[src/rtl/add_share_sequencer.sv]
// add_share_sequencer: two requesters share one external 4-bit adder.
// A W-bit add (W = 4*NIBBLES) is sequenced one nibble per cycle.
// The carry ripples between nibbles through a local register.
// Requesters are served round-robin.
// The W+1-bit result is held until the consumer takes it.
module add_share_sequencer #(
  parameter int NIBBLES = 4
) (
  input  logic                 clk,
  input  logic                 rst,
  input  logic                 req0_valid,
  output logic                 req0_ready,
  input  logic [4*NIBBLES-1:0] req0_a,
  input  logic [4*NIBBLES-1:0] req0_b,
  input  logic                 req1_valid,
  output logic                 req1_ready,
  input  logic [4*NIBBLES-1:0] req1_a,
  input  logic [4*NIBBLES-1:0] req1_b,
  output logic [3:0]           adder_a,
  output logic [3:0]           adder_b,
  input  logic [4:0]           adder_s,
  output logic                 res_valid,
  input  logic                 res_ready,
  output logic                 res_id,
  output logic [4*NIBBLES:0]   res_sum
);

  localparam int W = 4 * NIBBLES;
  localparam logic [3:0] LAST_STEP = 4'(NIBBLES - 1);

  typedef enum logic [1:0] {IDLE, RUN, DONE} state_t;

  state_t       r_state;
  state_t       w_state_next;
  logic [W-1:0] r_a;
  logic [W-1:0] r_b;
  logic         r_msb;
  logic         r_carry;
  logic         r_id;
  logic         r_last_grant;
  logic [3:0]   r_step;
  logic         w_grant0;
  logic         w_grant1;
  logic         w_accept;
  logic         w_last_step;
  logic [3:0]   w_nib_a;
  logic [3:0]   w_nib_b;
  logic [4:0]   w_t;

  // Round-robin choice: on a tie, the requester not granted last time wins.
  // Both grants are held low while reset is asserted.
  always_comb begin
    w_grant0 = !rst && req0_valid && (!req1_valid || r_last_grant);
    w_grant1 = !rst && req1_valid && (!req0_valid || !r_last_grant);
  end

  // Select the operand nibbles addressed by the current step.
  always_comb begin
    w_nib_a = '0;
    w_nib_b = '0;
    for (int i = 0; i < NIBBLES; i++) begin
      if (r_step == 4'(i)) begin
        w_nib_a = r_a[4*i +: 4];
        w_nib_b = r_b[4*i +: 4];
      end
    end
  end

  // The external adder has no carry-in.
  // The rippled carry is added to its 5-bit sum here; the total is at most 31.
  assign w_t         = adder_s + {4'b0000, r_carry};
  assign w_last_step = (r_step == LAST_STEP);
  assign res_id      = r_id;

  // State register.
  always_ff @(posedge clk or posedge rst) begin
    if (rst) begin
      r_state <= IDLE;
    end else begin
      r_state <= w_state_next;
    end
  end

  // Next state, handshakes and adder drive; outputs are 0 unless the state asserts them.
  always_comb begin
    w_state_next = r_state;
    req0_ready   = 1'b0;
    req1_ready   = 1'b0;
    adder_a      = 4'h0;
    adder_b      = 4'h0;
    res_valid    = 1'b0;
    w_accept     = 1'b0;
    case (r_state)
      IDLE: begin
        req0_ready = w_grant0;
        req1_ready = w_grant1;
        if (w_grant0 || w_grant1) begin
          w_accept     = 1'b1;
          w_state_next = RUN;
        end
      end
      RUN: begin
        adder_a = w_nib_a;
        adder_b = w_nib_b;
        if (w_last_step) begin
          w_state_next = DONE;
        end
      end
      DONE: begin
        res_valid = 1'b1;
        if (res_ready) begin
          w_state_next = IDLE;
        end
      end
      default: w_state_next = IDLE;
    endcase
  end

  // Capture the granted requester's operands and identity on acceptance.
  always_ff @(posedge clk or posedge rst) begin
    if (rst) begin
      r_a          <= '0;
      r_b          <= '0;
      r_id         <= 1'b0;
      r_last_grant <= 1'b1;
    end else if (w_accept) begin
      r_a          <= w_grant1 ? req1_a : req0_a;
      r_b          <= w_grant1 ? req1_b : req0_b;
      r_id         <= w_grant1;
      r_last_grant <= w_grant1;
    end
  end

  // Step counter and carry chain.
  // The final carry becomes the result MSB.
  always_ff @(posedge clk or posedge rst) begin
    if (rst) begin
      r_step  <= 4'h0;
      r_carry <= 1'b0;
      r_msb   <= 1'b0;
    end else if (w_accept) begin
      r_step  <= 4'h0;
      r_carry <= 1'b0;
    end else if (r_state == RUN) begin
      r_carry <= w_t[4];
      if (w_last_step) begin
        r_msb <= w_t[4];
      end else begin
        r_step <= r_step + 4'h1;
      end
    end
  end

  genvar gi;
  generate
    for (gi = 0; gi < NIBBLES; gi++) begin : g_sum
      logic [3:0] r_nib;

      // Each result nibble is written only during its own step.
      always_ff @(posedge clk or posedge rst) begin
        if (rst) begin
          r_nib <= 4'h0;
        end else if (r_state == RUN && r_step == 4'(gi)) begin
          r_nib <= w_t[3:0];
        end
      end

      assign res_sum[4*gi +: 4] = r_nib;
    end
  endgenerate

  assign res_sum[W] = r_msb;

endmodule

[config.mk]
export PLATFORM = sky130hd
export DESIGN_NAME = add_share_sequencer
export DESIGN_NICKNAME = d
export VERILOG_FILES = /design/src/rtl/add_share_sequencer.sv
export SDC_FILE = /design/constraint.sdc
export NUM_CORES = 1
export LEC_CHECK = 0
export BUFFER_PORTS_ARGS = -buffer_cell sky130_fd_sc_hd__buf_2
export CORE_MARGIN = 1
export CORE_UTILIZATION = 40
export CTS_BUF_LIST = sky130_fd_sc_hd__clkbuf_8 sky130_fd_sc_hd__clkbuf_16
export DETAILED_ROUTE_END_ITERATION = 8
export MAX_ROUTING_LAYER = met4
export PLACE_DENSITY = 0.68
export SLEW_MARGIN = 20
export SYNTH_ARGS = -nofsm -noshare
export SYNTH_HDL_FRONTEND = slang
export SYNTH_SLANG_ARGS = --single-unit
export TNS_END_PERCENT = 1
[constraint.sdc]
create_clock -name clk -period 3.3 [get_ports clk]
set_clock_uncertainty 0.05 [all_clocks]
set_input_delay 0.33 -clock clk [delete_from_list [all_inputs] [get_ports clk]]
set_output_delay 0.33 -clock clk [all_outputs]
set_load 0.05 [all_outputs]
[Word-level counts from Yosys, hierarchy flattened]
Index checks and enable logic that the tools add are counted.
Operators by class
  add/subtract/negate cells: 2
  multipliers: 0
  div/mod/pow operators: 0
  $lt $le $gt $ge: 0
  equality and inequality tests: 9
  shifts and indexed selects: 0
  multiplexer cells: 26
  bitwise operators: 1
  reductions and logical operators: 21
Operators with widths (count)
  2-to-1 mux 4 bit: 13
  2-to-1 mux 16 bit: 2
  == test 4 x 2 -> 1 bit, second input constant: 2
  logical AND 1 bit: 8
  != test 2 bit, second input constant: 4
  2-to-1 mux 1 bit: 7
  2-to-1 mux 2 bit: 3
  one-hot mux 2 bit (3 select lines): 1
  AND reduction 3 bit: 2
  adder 5 x 1 -> 5 bit: 1
  adder 4 x 1 -> 4 bit, second input constant: 1
  == test 4 x 1 -> 1 bit, second input constant: 1
  zero test 1 bit: 4
  zero test 4 bit: 1
  logical OR 1 bit: 3
  == test 2 x 1 -> 1 bit, second input constant: 1
  == test 2 bit, second input constant: 1
  zero test 2 bit: 1
  AND reduction 2 bit: 1
  nonzero test 2 bit: 1
  inverter 1 bit: 1
Storage, ports and cells
  register bits after elaboration: 58
  latch bits: 0
  bits in writable memories: 0
  bits in read-only memories: 0
  input port bits: 74
  output and inout bits: 29
  memories kept: 0

[Longest topological paths before layout]
  depth after elaboration: 8
  mapped depth: 7

[Least setup slack after synthesis]
OpenSTA, ideal clock, no wires.
  kind: input to register
  start point: input rst
  end point: register r_b[2]
  library setup time: 0.082 ns
  arrival time: 3.103 ns
  setup slack: 0.065 ns
  stages on the path: 4
  buffers on the path: 1
  path through: inv_1 > clkbuf_1 > o2111ai_1 > a31oi_4
Between the ends
  word-level cells in the longest chain between the ends: 6
  elaborated cells on any way between the ends: 9
  classes of those cells: mux (3); reduce/logical (6)
RTL lines
  start: declaration: line 10  | input logic rst,
  zero test 1 bit (no source line) (*)
  logical AND 1 bit (on tied branches) (2 in a row): line 53, 54
  logical OR 1 bit: line 97  | if (w_grant0 || w_grant1) begin
  2-to-1 mux 1 bit: line 97
  2-to-1 mux 1 bit: line 93  | case (r_state)
  end signal: assignment: line 128  | r_b <= w_grant1 ? req1_b : req0_b;
  end: declaration: line 36  | logic [W-1:0] r_b;
Every way passes the cells marked *; elsewhere a longest branch is shown, timed or not.
A chain may end at the register's enable or synchronous reset.

[Final worst setup path]
  start point: register r_step[0]
  end point: output adder_b[0]
Between the ends
  word-level cells in the longest chain between the ends: 6
  elaborated cells on any way between the ends: 9
  classes of those cells: eq/ne (3); mux (5); reduce/logical (1)
RTL lines
  start: declaration: line 41  | logic [3:0] r_step;
  start signal: assignment: line 149  | r_step <= r_step + 4'h1;
  zero test 4 bit: line 62  | if (r_step == 4'(i)) begin
  2-to-1 mux 4 bit (3 in a row): line 62
  2-to-1 mux 4 bit (*): line 62
  2-to-1 mux 4 bit (*): line 93
  end: declaration: line 20  | output logic [3:0] adder_b,
Marks and branches as above.

==> results.sh <==
export IMPL_ys_ff_latch=58
export IMPL_cp_num_cells=6
export IMPL_required_ns=2.92
export IMPL_rsz0062_at_grt="no"
export IMPL_path_class="flip-flop to output port"
export IMPL_fin_cells=530
export IMPL_clock_fmax_ghz=0.3448
export IMPL_die_w_um=98.24
export IMPL_ctsResizeCount=0
export IMPL_grt_pass1_vias=3145
export IMPL_num_vias=3128
export IMPL_outcome="finished with violations"
export IMPL_syn_to_final_growth_pct=18.54
export IMPL_path_delay_family="simple AND/OR/NAND/NOR gates"
export IMPL_syn_inst=334
export IMPL_final_setup_viol_count=0
export IMPL_start_util_pct=41.87
export IMPL_ys_seq_area_share_pct=39.21
export IMPL_clkLatencyLatePin_ns=0.34
export IMPL_syn_area_per_cell_um2=11.09
export IMPL_violations="design-rule violations"
export IMPL_yosysTopAreaCellShare_pct=38.50
export IMPL_postSynth_asyncResetShare_pct=100.0
export IMPL_drc=5
export IMPL_drt_first_pass_iters=6
export IMPL_cts_buffer_depth=2
export IMPL_avgViaCountPerCell=5.902
export IMPL_io_buffers=102
export IMPL_postCtsSetupBuffers=0
export IMPL_cp_start_kind="flip-flop"
export IMPL_nFillCells=830
export IMPL_wl_per_cell_um=18.65
export IMPL_cp_num_buf_inv=2
export IMPL_cts_made_buffers=9
export IMPL_cts_sinks=58
export IMPL_worstMarginPinSlew_ns=1.036
export IMPL_grt_usage_pct=21.62
export IMPL_crit_end="adder_b[0]"
export IMPL_reg2regPathDepth=4
export IMPL_synth_cell_types=45
export IMPL_crit_chain="inv_1 -> ha_1 -> nor3b_2 -> nand2b_1 -> a32o_1 -> buf_2"
export IMPL_grt_start_max_net_pins=55
export IMPL_final_core_util_pct=49.63
export IMPL_drt_total_wl_um=9885
export IMPL_fp_dieH_um=98.24
export IMPL_hpwlAfterDp_um=6970
export IMPL_swShare_pct=49.52
export IMPL_critPathSlowestCell="nor3b_2"
export IMPL_nets=497
export IMPL_cts_tree="yes"
export IMPL_p_comb_share_pct=56.5
export IMPL_dieArea_um2=9651
export IMPL_power_density_nw_per_um2=1054
export IMPL_placed_cells=514
export IMPL_pwr_share_clk_pct=14.6
export IMPL_final_common_cell="buf_2"
export IMPL_path_max_fanout=10
export IMPL_htree_levels=3
export IMPL_most_common_layout_cells="buf_2 (102), dfrtp_1 (57), a21oi_1 (43), o2111ai_1 (32), o21ai_0 (31)"
export IMPL_synth_nets=414
export IMPL_syn_cell_area_um2=3705
export IMPL_r2r_end="r_a[13]"
export IMPL_tns_ns=0
export IMPL_antenna_found_initial=0
export IMPL_synth_ff_type="dfrtp_1"
export IMPL_r2r_start="r_state[1]"
export IMPL_drive_above_1_share_pct=42.65
export IMPL_max_stage_delay_ns=0.62
export IMPL_period_share_pct=87.89
export IMPL_hp_class="input pin to asynchronous set/reset pin"
export IMPL_grt_pass1_wl_um=15860
export IMPL_antenna_left=0
export IMPL_seq_power_share_pct=28.9
export IMPL_overflow=0
export IMPL_diodes=0
export IMPL_routabilityCongestion=0.8610
export IMPL_cap_violations=0
export IMPL_yosysTopAreaCell="dfrtp_1"
export IMPL_core_um2=8848
export IMPL_drt_initial_drc_count=187
export IMPL_intPower_mw=2.336
export IMPL_synth_area_leaders="dfrtp_1 (39%), a31oi_4 (11%), o2111ai_1 (7.6%)"
export IMPL_startpoint="r_step[0]"
export IMPL_p_sw_mw=2.291
export IMPL_rrSetupSlack_ns=1.07
export IMPL_final_hold_viol_count=0
export IMPL_slew_violations=0
export IMPL_endpoint_kind="output port"
export IMPL_total_power_mw=4.627
export IMPL_num_rows=34
export IMPL_maxSlewHeadroom_pct=30.95
export IMPL_synth_warnings=0
export IMPL_clkTransAtPathRegs_ns=0.07
export IMPL_ios=103
export IMPL_arrival_ns=2.52
export IMPL_cts_hold_repair_buffers=0
export IMPL_period_minus_slack_ns=2.900
export IMPL_cts_root_buffer="clkbuf_8"
export IMPL_ir_worst_vdd_uv=797.2
export IMPL_leakagePower_nw=1.747
export IMPL_synth_enable_flop_cells=0
## area by class of cell
cell class                 count  area, um2  share of cell area (%)
inverter                       7      27.53                  0.6268
clock buffer                  10      137.6                   3.134
clock inverter                 6      66.31                   1.510
multi-input combinational    230       1994                   45.41
timing repair buffer         111      578.1                   13.16
sequential                    58       1453                   33.08
tap                          108      135.1                   3.077
## through the flow
step | hold WS (ns) | setup slack [ns] | instance area (um2)
2_1_floorplan | 0.4344 | 0.06472 | 3705
3_3_place_gp | 0.4081 | 0.8894 | 4188
3_5_place_dp | 0.4207 | 0.7517 | 4188
4_1_cts | 0.1135 | 0.3809 | 4392
5_1_grt | 0.1484 | 0.2228 | 4392
6_report | 0.09768 | 0.3996 | 4392
## cell families (layout without fill, tap and decap cells)
| logic type | Yosys count | count (layout) | synth area share, % |
|---|---|---|---|
| AOI/OAI and AO/OA | 168 | 168 | 38.94 |
| xor gates and xnor gates | 3 | 3 | 0.7093 |
| adders and majority gates | 6 | 6 | 2.026 |
| buffers and inverters | 46 | 134 | 6.957 |
| DFF | 58 | 58 | 39.21 |
| muxes | 16 | 16 | 4.863 |
| and+or+nand+nor | 37 | 37 | 7.296 |
## cell usage after synthesis, types with 4 or more instances
| cell type | instances |
|---|---|
| a21oi_1 | 43 |
| a31oi_1 | 6 |
| a31oi_2 | 6 |
| a31oi_4 | 20 |
| a32o_1 | 8 |
| buf_6 | 5 |
| clkbuf_1 | 24 |
| dfrtp_1 | 57 |
| ha_1 | 6 |
| inv_1 | 7 |
| mux2_1 | 4 |
| mux2_2 | 12 |
| nand2_1 | 5 |
| nand2b_1 | 10 |
| nand3_1 | 5 |
| o2111ai_1 | 32 |
| o21ai_0 | 31 |
| o21ai_1 | 5 |
| o2bb2ai_1 | 8 |
## worst register-to-register path, stage by stage, from the launching register on
cell and delay (ns):
dfrtp_1 0.48, nor3_4 0.19, buf_4 0.36, and2_4 0.76
a31oi_2 0.23
## power groups by stage
stage / registers [mW] / logic (mW) / clock network (mW)
2_1_floorplan: 1.61 / 1.81 / 0
3_3_place_gp: 1.33 / 2.57 / 0
3_5_place_dp: 1.34 / 2.64 / 0
4_1_cts: 1.34 / 2.64 / 0.683
5_1_grt: 1.38 / 2.78 / 0.719
6_report: 1.34 / 2.61 / 0.674
## how the worst min path moves through the flow
stage,to,cells past startpoint,startpoint,slack (ns)
global route,r_a[3],2,rst,0.15
global placement,res_id,1,res_id,0.41
detailed placement,res_id,1,res_id,0.42
floorplan,r_state[1],2,res_ready,0.43
finish,r_a[2],2,rst,0.1
CTS,r_a[1],2,rst,0.11
## state kept, by name, indices dropped and copies added (netlist names)
register      count
g_sum.r_nib      16
r_b              16
r_msb             1
r_step            4
r_carry           1
r_last_grant      1
r_a              16
r_state           2
res_id            1
## metal layers
| metal | track usage, % | vias to the layer above | share of wire (%) | wire length (um) |
|---|---|---|---|---|
| met3 | 3.150 | 17 | 3.6 | 355 |
| met4 | 7.463 | 0 | 2.1 | 206 |
| li1 | - | 1472 | - | - |
| met2 | 36.46 | 97 | 51 | 5086 |
| met1 | 26.50 | 1542 | 43 | 4238 |
| met5 | - | - | 0 | 0 |
Note: power is estimated with default switching activity, not from simulation.
